File: src/rtl/wb_pkg.sv
// Shared types and helpers for the Wishbone instruction-fetch block.
// WB_IFETCH_ERR_EN adds a fault bit to each buffered response.
package wb_pkg;

    localparam int ADDR_W = 32;
    localparam int DATA_L = 4;
    localparam int DATA_W = DATA_L * 8;

    localparam logic [DATA_L-1:0] WB_SEL_ALL = '1;

    typedef struct packed {
        logic [ADDR_W-1:0] pc;
        logic [DATA_W-1:0] data;
`ifdef WB_IFETCH_ERR_EN
        logic              fault;
`endif
    } fetch_rsp_t;

    // Wide enough to hold every value from 0 to depth inclusive.
    function automatic int cnt_w(input int depth);
        return $clog2(depth + 1);
    endfunction

    function automatic logic [ADDR_W-1:0] word_align(input logic [ADDR_W-1:0] addr);
        return addr & ~ADDR_W'(DATA_L - 1);
    endfunction

endpackage

File: src/rtl/wb_ifetch_if.sv
// Fetch-side bundle: redirect input, instruction output port and Wishbone read bus.
// WB_IFETCH_ERR_EN adds wb_err and inst_fault.
interface wb_ifetch_if;
    import wb_pkg::*;

    logic              redirect_valid;
    logic [ADDR_W-1:0] redirect_pc;

    logic              inst_valid;
    logic              inst_ready;
    logic [ADDR_W-1:0] inst_pc;
    logic [DATA_W-1:0] inst_data;

    logic              wb_cyc;
    logic              wb_stb;
    logic              wb_stall;
    logic              wb_ack;
    logic [ADDR_W-1:0] wb_adr;
    logic [DATA_W-1:0] wb_dat_r;
    logic              wb_we;
    logic [DATA_L-1:0] wb_sel;

`ifdef WB_IFETCH_ERR_EN
    logic              wb_err;
    logic              inst_fault;
`endif

    // The fetch unit itself.
    modport master (
`ifdef WB_IFETCH_ERR_EN
        input  wb_err,
        output inst_fault,
`endif
        input  redirect_valid, redirect_pc,
        output inst_valid, inst_pc, inst_data,
        input  inst_ready,
        output wb_cyc, wb_stb, wb_adr, wb_we, wb_sel,
        input  wb_stall, wb_ack, wb_dat_r
    );

    // Everything around it: the core and the Wishbone slave.
    modport slave (
`ifdef WB_IFETCH_ERR_EN
        output wb_err,
        input  inst_fault,
`endif
        output redirect_valid, redirect_pc,
        input  inst_valid, inst_pc, inst_data,
        output inst_ready,
        input  wb_cyc, wb_stb, wb_adr, wb_we, wb_sel,
        output wb_stall, wb_ack, wb_dat_r
    );

endinterface

File: src/rtl/sync_fifo.sv
// Synchronous FIFO with registered count, head read straight from storage and
// a flush that empties it in one cycle.
module sync_fifo
    import wb_pkg::*;
#(
    parameter int  DEPTH = 4,
    parameter type T     = fetch_rsp_t
) (
    input  logic                    clk,
    input  logic                    rst,
    input  logic                    flush_i,
    input  logic                    push_i,
    input  T                        push_data_i,
    input  logic                    pop_i,
    output logic                    valid_o,
    output T                        pop_data_o,
    output logic [cnt_w(DEPTH)-1:0] count_o
);

    localparam int CW = cnt_w(DEPTH);
    localparam int PW = $clog2(DEPTH);

    T              mem_q [DEPTH];
    logic [PW-1:0] wr_ptr_q, wr_ptr_d;
    logic [PW-1:0] rd_ptr_q, rd_ptr_d;
    logic [CW-1:0] count_q, count_d;
    logic          do_push;
    logic          do_pop;

    assign do_pop  = pop_i && (count_q != '0);
    assign do_push = push_i && ((count_q != CW'(DEPTH)) || do_pop);

    always_comb begin
        // NOTE: every always_comb output gets a default first so no path can infer a latch.
        wr_ptr_d = wr_ptr_q;
        rd_ptr_d = rd_ptr_q;
        count_d  = count_q;
        if (flush_i) begin
            wr_ptr_d = '0;
            rd_ptr_d = '0;
            count_d  = '0;
        end else begin
            if (do_push) wr_ptr_d = wr_ptr_q + PW'(1);
            if (do_pop)  rd_ptr_d = rd_ptr_q + PW'(1);
            count_d = count_q + CW'(do_push) - CW'(do_pop);
        end
    end

    // NOTE: state registers use non-blocking assignments so every flop samples pre-edge values.
    always_ff @(posedge clk) begin
        if (rst) begin
            wr_ptr_q <= '0;
            rd_ptr_q <= '0;
            count_q  <= '0;
        end else begin
            wr_ptr_q <= wr_ptr_d;
            rd_ptr_q <= rd_ptr_d;
            count_q  <= count_d;
        end
    end

    // NOTE: storage is not reset; count_q alone decides which entries are meaningful.
    always_ff @(posedge clk) begin
        if (do_push && !flush_i) mem_q[wr_ptr_q] <= push_data_i;
    end

    assign valid_o    = (count_q != '0);
    assign pop_data_o = mem_q[rd_ptr_q];
    assign count_o    = count_q;

endmodule

File: src/rtl/wb_ifetch.sv
// Pipelined Wishbone read master for instruction fetch with credit-based flow control.
// Optional macro WB_IFETCH_ERR_EN: wb_err responses are delivered with inst_fault set.
module wb_ifetch
    import wb_pkg::*;
#(
    parameter int                DEPTH    = 4,
    parameter logic [ADDR_W-1:0] RESET_PC = '0
) (
    input logic         clk,
    input logic         rst,
    wb_ifetch_if.master bus
);

    localparam int            CW      = cnt_w(DEPTH);
    localparam logic [CW:0]   CREDITS = (CW + 1)'(DEPTH);
    localparam logic [ADDR_W-1:0] STEP = ADDR_W'(DATA_L);

    logic [ADDR_W-1:0] fetch_pc_q, fetch_pc_d;
    logic [ADDR_W-1:0] rsp_pc_q, rsp_pc_d;
    logic [CW-1:0]     outstanding_q, outstanding_d;
    logic [CW-1:0]     discard_q, discard_d;

    logic [CW-1:0]     fifo_count;
    logic [CW:0]       credit_used;
    logic              redirect;
    logic              accept;
    logic              rsp_in;
    logic              rsp;
    logic              push;
    logic              fire;
    logic              head_valid;
    fetch_rsp_t        push_rsp;
    fetch_rsp_t        head_rsp;

    assign redirect    = bus.redirect_valid;
    assign credit_used = {1'b0, outstanding_q} + {1'b0, fifo_count};

    // Only request what the FIFO is guaranteed to absorb, so an ack is never lost.
    assign bus.wb_stb = !rst && !redirect && (credit_used < CREDITS);
    assign bus.wb_cyc = bus.wb_stb || (outstanding_q != '0);
    assign bus.wb_adr = fetch_pc_q;
    assign bus.wb_we  = 1'b0;
    assign bus.wb_sel = WB_SEL_ALL;

    assign accept = bus.wb_stb && !bus.wb_stall;

`ifdef WB_IFETCH_ERR_EN
    assign rsp_in = bus.wb_ack || bus.wb_err;
`else
    assign rsp_in = bus.wb_ack;
`endif

    // Responses with nothing outstanding (e.g. left over from before a reset) are ignored.
    assign rsp  = rsp_in && (outstanding_q != '0);
    assign push = rsp && (discard_q == '0) && !redirect;
    assign fire = head_valid && bus.inst_ready && !redirect;

    always_comb begin
        push_rsp       = '0;
        push_rsp.pc    = rsp_pc_q;
        push_rsp.data  = bus.wb_dat_r;
`ifdef WB_IFETCH_ERR_EN
        push_rsp.fault = bus.wb_err;
`endif
    end

    always_comb begin
        fetch_pc_d    = fetch_pc_q;
        rsp_pc_d      = rsp_pc_q;
        discard_d     = discard_q;
        outstanding_d = outstanding_q + CW'(accept) - CW'(rsp);
        if (redirect) begin
            // Everything still in flight after this cycle belongs to the old stream.
            fetch_pc_d = word_align(bus.redirect_pc);
            rsp_pc_d   = word_align(bus.redirect_pc);
            discard_d  = outstanding_q - CW'(rsp);
        end else begin
            if (accept) fetch_pc_d = fetch_pc_q + STEP;
            if (rsp) begin
                if (discard_q != '0) discard_d = discard_q - CW'(1);
                else                 rsp_pc_d  = rsp_pc_q + STEP;
            end
        end
    end

    always_ff @(posedge clk) begin
        if (rst) begin
            fetch_pc_q    <= RESET_PC;
            rsp_pc_q      <= RESET_PC;
            outstanding_q <= '0;
            discard_q     <= '0;
        end else begin
            fetch_pc_q    <= fetch_pc_d;
            rsp_pc_q      <= rsp_pc_d;
            outstanding_q <= outstanding_d;
            discard_q     <= discard_d;
        end
    end

    sync_fifo #(
        .DEPTH (DEPTH),
        .T     (fetch_rsp_t)
    ) u_rsp_fifo (
        .clk         (clk),
        .rst         (rst),
        .flush_i     (redirect),
        .push_i      (push),
        .push_data_i (push_rsp),
        .pop_i       (fire),
        .valid_o     (head_valid),
        .pop_data_o  (head_rsp),
        .count_o     (fifo_count)
    );

    assign bus.inst_valid = head_valid;
    assign bus.inst_pc    = head_rsp.pc;
    assign bus.inst_data  = head_rsp.data;
`ifdef WB_IFETCH_ERR_EN
    assign bus.inst_fault = head_rsp.fault;
`endif

endmodule
File: src/flat_wrapper.sv
// flat-port wrapper written by rule: the top's interface ports become plain ports
module wb_ifetch_flat import wb_pkg::*;
#(
    parameter int                DEPTH    = 4,
    parameter logic [ADDR_W-1:0] RESET_PC = '0
)
  (clk, rst, bus_redirect_valid, bus_redirect_pc, bus_inst_valid, bus_inst_pc, bus_inst_data, bus_inst_ready, bus_wb_cyc, bus_wb_stb, bus_wb_adr, bus_wb_we, bus_wb_sel, bus_wb_stall, bus_wb_ack, bus_wb_dat_r);
  wb_ifetch_if bus_i ();
  input logic clk;
  input logic rst;
  input wire logic [$bits(bus_i.redirect_valid)-1:0] bus_redirect_valid;
  input wire logic [$bits(bus_i.redirect_pc)-1:0] bus_redirect_pc;
  output wire logic [$bits(bus_i.inst_valid)-1:0] bus_inst_valid;
  output wire logic [$bits(bus_i.inst_pc)-1:0] bus_inst_pc;
  output wire logic [$bits(bus_i.inst_data)-1:0] bus_inst_data;
  input wire logic [$bits(bus_i.inst_ready)-1:0] bus_inst_ready;
  output wire logic [$bits(bus_i.wb_cyc)-1:0] bus_wb_cyc;
  output wire logic [$bits(bus_i.wb_stb)-1:0] bus_wb_stb;
  output wire logic [$bits(bus_i.wb_adr)-1:0] bus_wb_adr;
  output wire logic [$bits(bus_i.wb_we)-1:0] bus_wb_we;
  output wire logic [$bits(bus_i.wb_sel)-1:0] bus_wb_sel;
  input wire logic [$bits(bus_i.wb_stall)-1:0] bus_wb_stall;
  input wire logic [$bits(bus_i.wb_ack)-1:0] bus_wb_ack;
  input wire logic [$bits(bus_i.wb_dat_r)-1:0] bus_wb_dat_r;
  assign bus_i.redirect_valid = bus_redirect_valid;
  assign bus_i.redirect_pc = bus_redirect_pc;
  assign bus_inst_valid = bus_i.inst_valid;
  assign bus_inst_pc = bus_i.inst_pc;
  assign bus_inst_data = bus_i.inst_data;
  assign bus_i.inst_ready = bus_inst_ready;
  assign bus_wb_cyc = bus_i.wb_cyc;
  assign bus_wb_stb = bus_i.wb_stb;
  assign bus_wb_adr = bus_i.wb_adr;
  assign bus_wb_we = bus_i.wb_we;
  assign bus_wb_sel = bus_i.wb_sel;
  assign bus_i.wb_stall = bus_wb_stall;
  assign bus_i.wb_ack = bus_wb_ack;
  assign bus_i.wb_dat_r = bus_wb_dat_r;
  wb_ifetch #(.DEPTH(DEPTH), .RESET_PC(RESET_PC)) u_core (.clk(clk), .rst(rst), .bus(bus_i));
endmodule
File: config.mk
export PLATFORM = sky130hd
export DESIGN_NAME = wb_ifetch_flat
export DESIGN_NICKNAME = d
export VERILOG_FILES = /design/src/rtl/wb_pkg.sv /design/src/rtl/wb_ifetch_if.sv /design/src/rtl/sync_fifo.sv /design/src/rtl/wb_ifetch.sv /design/src/flat_wrapper.sv
export SDC_FILE = /design/constraint.sdc
export NUM_CORES = 1
export LEC_CHECK = 0
export BUFFER_PORTS_ARGS = -buffer_cell sky130_fd_sc_hd__buf_2
export CAP_MARGIN = 20
export CORE_UTILIZATION = 52
export CTS_CLUSTER_SIZE = 40
export DETAILED_ROUTE_END_ITERATION = 8
export PLACE_DENSITY_LB_ADDON = 0.15
export SLEW_MARGIN = 20
export SYNTH_ARGS = -nofsm -noshare
export SYNTH_HDL_FRONTEND = slang
export SYNTH_SLANG_ARGS = --single-unit
File: constraint.sdc
create_clock -name clk -period 4.6 [get_ports clk]
set_input_delay 1.15 -clock clk [delete_from_list [all_inputs] [get_ports clk]]
set_output_delay 1.15 -clock clk [all_outputs]
set_load 0.1 [all_outputs]
* Yosys cells after proc, flatten, opt, wreduce, memory -nomap -nowiden
Memories as Yosys holds them, arrays and structs flattened. A register that Yosys moved wholly into a read port is not among the register bits.
Index checks and enable logic that the tools add are counted.
** Word-level totals
- Bits in registers :: 77
- Bits in writable memories :: 256
- Output and inout port bits :: 104
- Memories kept :: 1
** Cells by class
- Add/subtract/negate cells :: 11
- Magnitude comparators :: 1
- Eq/ne operators :: 2
- Mux-type cells :: 12
- Bitwise operators :: 1
- Reduce and logical (&&, ||, !) cells :: 27
** Memory list
- u_core.u_rsp_fifo.mem_q :: words 4, bits a word 64, rd ports 1, clocked after memory_dff 1, write ports 1, RTL line sync_fifo.sv:23 : T mem_q [DEPTH];
** Operators by type and width (count)
- $mux W32 :: 5
- $add A32 B3 Y32 const B :: 2
- $logic_and A1 B1 Y1 :: 11
- $mux W3 :: 3
- $reduce_bool A3 Y1 :: 3
- $sub A3 B1 Y3 :: 3
- $add A3 B1 Y3 :: 2
- $reduce_and A2 Y1 :: 3
- $reduce_bool A2 Y1 :: 3
- $add A2 B1 Y2 const B :: 2
- $add A3 B3 Y4 :: 1
- $lt A4 B3 Y1 const B :: 1
- $mux W2 :: 2
- $logic_not A1 Y1 :: 3
- $logic_not A3 Y1 :: 1
- $ne A3 B3 Y1 const B :: 1
- $sub A3 B1 Y3 const B :: 1
- $logic_or A1 B1 Y1 :: 2
- $mux W1 :: 2
- $ne A2 B2 Y1 const B :: 1
- $reduce_or A2 Y1 :: 1
- $not A1 Y1 :: 1

* Depth between registers and ports, before layout
- Depth after elaboration :: 9
- Mapped depth :: 14
- Mapped depth without buffers :: 14

* Cells and area by module
From an unflattened synthesis, not the netlist that was laid out.
** Second synthesis, totals
- Cell total of the unflattened synthesis :: 852
- Area total of the unflattened synthesis :: 13638.1 µm²
** Modules (own cells, without submodules)
- sync_fifo :: instances 1, cells each 381, area each 9699.3 µm², seq. area each 7867.5 µm²
- wb_ifetch :: instances 1, cells each 471, area each 3938.8 µm², seq. area each 1321.3 µm²

* Worst setup path before layout
Ideal clock, no wire load.
- Path kind :: input to output
- Start :: input port rst
- End :: output port bus_wb_cyc
- Arrival time :: 4419 ps
- Required time :: 3450 ps
- Path slack :: -969 ps
- Stages :: 5
- Path through :: buf_6 -> or2_1 -> buf_6 -> nor3_1 -> or2_2
** On the way
- Word-level cells in the longest chain between the ends :: 4
** Ends and longest elaborated chain
- from (decl) :: RTL line flat_wrapper.sv:10 : input logic rst;
- $logic_not A1 Y1 :: RTL line wb_ifetch.sv:39 : assign bus.wb_stb = !rst && !redirect && (credit_used < CREDITS);
- $logic_and A1 B1 Y1 (2 in series) :: RTL line wb_ifetch.sv:39
- named net bus_wb_stb :: RTL line flat_wrapper.sv:18 : output wire logic [$bits(bus_i.wb_stb)-1:0] bus_wb_stb;
- $logic_or A1 B1 Y1 :: RTL line wb_ifetch.sv:40 : assign bus.wb_cyc = bus.wb_stb || (outstanding_q != '0);
- to (decl) :: RTL line flat_wrapper.sv:17 : output wire logic [$bits(bus_i.wb_cyc)-1:0] bus_wb_cyc;
The timed path passes the listed nets, and every way through them passes these cells.

* Worst setup path after layout
- Start :: input port rst
- End :: output port bus_wb_cyc
** On the way
- Word-level cells in the longest chain between the ends :: 4
** Ends and longest elaborated chain (RTL line)
- $logic_not A1 Y1 :: wb_ifetch.sv:39
- $logic_and A1 B1 Y1 (2 in series) :: wb_ifetch.sv:39
- $logic_or A1 B1 Y1 :: wb_ifetch.sv:40
Every way passes these cells.

==> flow_summary.html <==
<table>
<tr><th>Metric</th><th>Value</th></tr>
<tr><th colspan="2">Pwr</th></tr>
<tr><td>Combinational share of power</td><td>roughly 17%</td></tr>
<tr><td>Sequential fraction of design power</td><td>a little under half</td></tr>
<tr><td>Post-layout total power</td><td>7.23 mW</td></tr>
<tr><td>Peak supply drop</td><td>~0.00033 V</td></tr>
<tr><td>Int Power</td><td>roughly 5.1 mW</td></tr>
<tr><td>Static Leak</td><td>around 5.3 nW</td></tr>
<tr><td>Clock network fraction of design power</td><td>36.3%</td></tr>
<tr><td>Total power per unit cell area</td><td>roughly 470 mW/mm^2</td></tr>
<tr><td>Net switching power figure</td><td>2.11 mW</td></tr>
<tr><td>Switching fraction of total power</td><td>29.2%</td></tr>
<tr><th colspan="2">Finish</th></tr>
<tr><td>Area growth syn-to-layout</td><td>17.1%</td></tr>
<tr><td>Fraction of layout instances using a drive strength above 1</td><td>between 20% and 30%</td></tr>
<tr><td>Area used by multi-input combinational logic</td><td>approximately 0.0040 sq mm</td></tr>
<tr><td>Filler instances</td><td>1832</td></tr>
<tr><td>Number of diodes added for antenna fixing</td><td>0</td></tr>
<tr><td>Number of nets in the layout</td><td>1104</td></tr>
<tr><td>Storage cell area</td><td>about 0.0090 sq mm</td></tr>
<tr><th colspan="2">Worst setup path</th></tr>
<tr><td>Crit. Startpoint</td><td>rst</td></tr>
<tr><td>Reg-to-reg critical path startpoint</td><td>u_core.outstanding_q[2]</td></tr>
<tr><td>WP data arrival</td><td>around 2.4 ns</td></tr>
<tr><td>Critical path start-end classification</td><td>input pin to output pin</td></tr>
<tr><td>Capturing instance or port of the critical path</td><td>bus_wb_cyc</td></tr>
<tr><td>End of the worst register-to-register path</td><td>u_core.u_rsp_fifo.count_o[2]</td></tr>
<tr><td>Kind of end point of the critical path</td><td>output pin</td></tr>
<tr><td>Maximum net fanout on the critical path</td><td>9</td></tr>
<tr><td>Data required time at the worst endpoint</td><td>about 3.5 ns</td></tr>
<tr><td>Crit start category</td><td>input pin</td></tr>
<tr><td>Reg-to-reg setup timing slack</td><td>~1.7 ns</td></tr>
<tr><td>Length in cells of the worst reg-to-reg path</td><td>13</td></tr>
<tr><th colspan="2">Routing</th></tr>
<tr><td>Number of violations reported at the end of detailed-routing iteration 0</td><td>~500</td></tr>
<tr><td>WL/cell</td><td>between 15 and 20 um</td></tr>
<tr><td>Routed wire length</td><td>26.4 mm</td></tr>
<tr><td>Vias/cell</td><td>5.69</td></tr>
<tr><td>Number of nets still failing antenna checks after routing</td><td>0</td></tr>
<tr><td>Routed vias</td><td>7765</td></tr>
<tr><td>Residual DRC</td><td>0</td></tr>
<tr><td>Iteration count of the initial detailed-routing pass</td><td>5</td></tr>
<tr><th colspan="2">Place</th></tr>
<tr><td>Number of input and output port buffers inserted</td><td>about 160</td></tr>
<tr><td>DPL Wire Length</td><td>around 16 mm</td></tr>
<tr><td>RD Place Congestion</td><td>roughly 0.90</td></tr>
<tr><th colspan="2">Floorplanning</th></tr>
<tr><td>Row count</td><td>57</td></tr>
<tr><td>Die boundary height</td><td>161 um</td></tr>
<tr><td>Starting density of the core</td><td>53.7%</td></tr>
<tr><td># IOs</td><td>between 150 and 200</td></tr>
<tr><td>Die width</td><td>around 160 um</td></tr>
<tr><td>Core box area</td><td>0.0246 sq mm</td></tr>
<tr><td>Die area</td><td>0.0261 sq mm</td></tr>
<tr><th colspan="2">Logic synthesis</th></tr>
<tr><td>Total of warnings raised by yosys</td><td>0</td></tr>
<tr><td>Number of flops mapped to enable cells by yosys</td><td>~250</td></tr>
<tr><td>Flip-flop and latch count after synthesis</td><td>between 300 and 400</td></tr>
<tr><td>Register area share after synthesis</td><td>67.7%</td></tr>
<tr><td>Predominant post-synthesis flop cell</td><td>sky130_fd_sc_hd__edfxtp_1</td></tr>
<tr><td>Cell types occupying the most area after synthesis</td><td>sky130_fd_sc_hd__edfxtp_1, sky130_fd_sc_hd__dfxtp_1, sky130_fd_sc_hd__mux4_2, sky130_fd_sc_hd__xnor2_1, sky130_fd_sc_hd__ha_1</td></tr>
<tr><td>Gate count of the mapped netlist</td><td>approximately 850</td></tr>
<tr><td>Post-Synthesis Mean Instance Area</td><td>~16 sq um</td></tr>
<tr><td>Area of the mapped netlist</td><td>between 0.01 and 0.015 sq mm</td></tr>
<tr><td>Top-area cell type share of the netlist area</td><td>between 50 and 60%</td></tr>
<tr><td>Fraction of registers with async set/reset</td><td>0%</td></tr>
<tr><td>Distinct cells, synth</td><td>57</td></tr>
<tr><td>Largest area contributor in the synthesized netlist</td><td>sky130_fd_sc_hd__edfxtp_1</td></tr>
<tr><th colspan="2">Clock network</th></tr>
<tr><td>Clock latency at the later pin of the worst-skew pair</td><td>0.50 ns</td></tr>
<tr><td>Clock transition time at the flip-flop clock pins of the worst setup and hold paths</td><td>0.06 ns</td></tr>
<tr><td>Root Buffer</td><td>sky130_fd_sc_hd__clkbuf_16</td></tr>
<tr><td>Number of buffers created by CTS</td><td>34</td></tr>
<tr><td>Post-CTS setup repair buffer count</td><td>0</td></tr>
<tr><td>Number of hold-repair buffers added at the cts stage</td><td>0</td></tr>
<tr><td>Number of H-tree levels</td><td>2</td></tr>
<tr><td>Worst-case clock buffer depth</td><td>3</td></tr>
<tr><td>CTS sink count</td><td>between 300 and 400</td></tr>
<tr><td>TritonCTS clock tree</td><td>yes</td></tr>
<tr><td>Post_cts resized</td><td>0</td></tr>
<tr><th colspan="2">Timing</th></tr>
<tr><td>Final worst path period need</td><td>3.53 ns</td></tr>
<tr><td>Max Transition Viols Final</td><td>0</td></tr>
<tr><td>Period utilisation layout</td><td>about three quarters</td></tr>
<tr><td>Total setup violations reported at the end of the flow</td><td>0</td></tr>
<tr><td>Setup Total Neg Slack</td><td>0 ns</td></tr>
<tr><td>Max-slew headroom</td><td>between 30% and 40%</td></tr>
<tr><td>RSZ-0062 raised after global routing</td><td>no</td></tr>
<tr><td>Final Hold Vio Count</td><td>0</td></tr>
<tr><td>Clock Skew</td><td>approximately 0.014 ns</td></tr>
<tr><td>Fmax</td><td>around 0.28 GHz</td></tr>
<tr><td>Slew at the pin closest to its max-slew limit</td><td>slightly above 1 ns</td></tr>
<tr><th colspan="2">Outcome</th></tr>
<tr><td>Run status</td><td>complete, no violations</td></tr>
<tr><th colspan="2">GRT</th></tr>
<tr><td>M2 GR Usage</td><td>33.2%</td></tr>
<tr><td>Global routing met1 resource utilization</td><td>29.6%</td></tr>
<tr><td>Remaining Overflow, GRT</td><td>0</td></tr>
<tr><td>Number of antenna violations at the first check in global routing</td><td>0</td></tr>
<tr><td>GR met3 Demand/Resource</td><td>between 4 and 5%</td></tr>
<tr><td>Via count of the first global-routing pass</td><td>~7600</td></tr>
<tr><td>Global-route wire length before repair</td><td>~42 mm</td></tr>
<tr><td>Most Crowded Layer GR</td><td>met2</td></tr>
<tr><td>GRT Util Overall</td><td>20.8%</td></tr>
<tr><td>Largest net degree at the start of global routing</td><td>slightly above 70</td></tr>
<tr><th colspan="2">Flow run</th></tr>
<tr><td>Max-cap violations</td><td>0</td></tr>
<tr><th colspan="2">Worst hold path</th></tr>
<tr><td>Min-Delay Path Class</td><td>flip-flop to flip-flop</td></tr>
</table>
-- layer usage --
| layer | wire length [um] | up-vias |
|---|---|---|
| met4 | 393 | 0 |
| li1 | - | 3628 |
| met3 | 1840 | 32 |
| met2 | 12500 | 287 |
| met5 | 0 | - |
| met1 | 11700 | 3818 |
-- Yosys cell counts, drive strengths merged, types with 9 or more instances --
master,instances
xor2,11
nand2,47
or3,11
ha,16
nand4,24
nor4,9
nor3,11
a21oi,18
nor2,39
a31oi,10
edfxtp,248
a211oi,12
xnor2,25
o21ai,14
inv,19
clkbuf,28
buf,22
and2,16
dfxtp,75
mux4,62
nand3,32
and3,13
o21a,13
a21boi,16
-- per-stage QoR --
step           instance area (sq um)  std cells  setup slack (ns)  utilization [%]  hold slack [ns]
2_1_floorplan                  13300        855             0.446                -            0.469
6_report                       15500       1365              1.07             62.9            0.518
5_1_grt                        15500       1365             0.940             62.9            0.545
4_1_cts                        15500       1365             0.992             62.9            0.518
3_5_place_dp                   14400       1304             0.995             58.5            0.508
3_3_place_gp                   14400       1304              1.02             58.5            0.506
-- power groups by stage --
stage / sequential, mW / combinational (mW) / clock [mW]
final: 3.38 / 1.23 / 2.62
after global routing: 3.39 / 1.29 / 2.80
after CTS: 3.38 / 1.24 / 2.68
after detailed placement: 3.44 / 1.23 / 0
after global placement: 3.43 / 1.23 / 0
after floorplan: 3.53 / 0.902 / 0
-- how the worst min path moves through the flow --
stage,from,to,slack [ns],depth (start not counted)
final,u_core.bus.wb_adr[15],u_core.bus.wb_adr[15],0.52,2
after global routing,u_core.bus.wb_adr[23],u_core.bus.wb_adr[23],0.54,1
after CTS,u_core.bus.wb_adr[15],u_core.bus.wb_adr[15],0.52,2
after detailed placement,u_core.bus.wb_adr[15],u_core.bus.wb_adr[15],0.51,2
after global placement,u_core.bus.wb_adr[15],u_core.bus.wb_adr[15],0.51,2
after floorplan,u_core.rsp_pc_q[31],u_core.u_rsp_fifo.mem_q[0][63],0.47,0
-- critical path, stage by stage --
cell and delay [ns]:
sky130_fd_sc_hd__buf_2 0.12, sky130_fd_sc_hd__or2_1 0.36, sky130_fd_sc_hd__nor3_4 0.21, sky130_fd_sc_hd__or2_2 0.13
sky130_fd_sc_hd__buf_2 0.41
-- flip-flops by register name (all words and copies together), names as in the netlist, named ones only --
name	cells
u_core.u_rsp_fifo.mem_q	248
u_core.bus.wb_adr	30
u_core.rsp_pc_q	30
u_core.discard_q	3
u_core.outstanding_q	3
u_core.u_rsp_fifo.count_o	3
u_core.u_rsp_fifo.rd_ptr_q	2
u_core.u_rsp_fifo.wr_ptr_q	2
-- final cells by class --
| cell class | instances | share of cell area [%] |
|---|---|---|
| Clock buffer | 40 | 5.78 |
| Multi-Input combinational cell | 461 | 25.7 |
| Inverter | 21 | 0.517 |
| Timing Repair Buffer | 175 | 6.36 |
| Clock inverter | 21 | 1.16 |
| Tap cell | 324 | 2.62 |
| Sequential cell | 323 | 57.9 |
-- placed cells by master (no fill, tap or decap), types with 12 or more instances in the layout --
cell,n
sky130_fd_sc_hd__inv_1,19
sky130_fd_sc_hd__and2_1,12
sky130_fd_sc_hd__a21oi_1,18
sky130_fd_sc_hd__nand3_1,32
sky130_fd_sc_hd__nand4_1,24
sky130_fd_sc_hd__nand2_1,47
sky130_fd_sc_hd__a211oi_1,12
sky130_fd_sc_hd__mux4_2,62
sky130_fd_sc_hd__nor2_1,39
sky130_fd_sc_hd__xnor2_1,25
sky130_fd_sc_hd__dfxtp_1,73
sky130_fd_sc_hd__clkbuf_16,35
sky130_fd_sc_hd__and3_1,13
sky130_fd_sc_hd__o21a_1,13
sky130_fd_sc_hd__ha_1,16
sky130_fd_sc_hd__a21boi_0,16
sky130_fd_sc_hd__edfxtp_1,248
sky130_fd_sc_hd__o21ai_0,14
sky130_fd_sc_hd__buf_2,162
-- logic make-up (layout without fill, tap and decap cells) --
family | Yosys count | in the layout | share of synthesized area, %
and+or+nand+nor | 224 | 224 | 8.92
muxes | 68 | 68 | 11.1
other | 2 | 9 | 0.0568
xor gates and xnor gates | 36 | 36 | 2.39
buffers and inverters | 71 | 257 | 2.53
adders and majority gates | 18 | 18 | 1.82
AOI/OAI and AO/OA | 106 | 106 | 5.54
DFF | 323 | 323 | 67.7
Note: power is estimated with default switching activity, not from simulation.
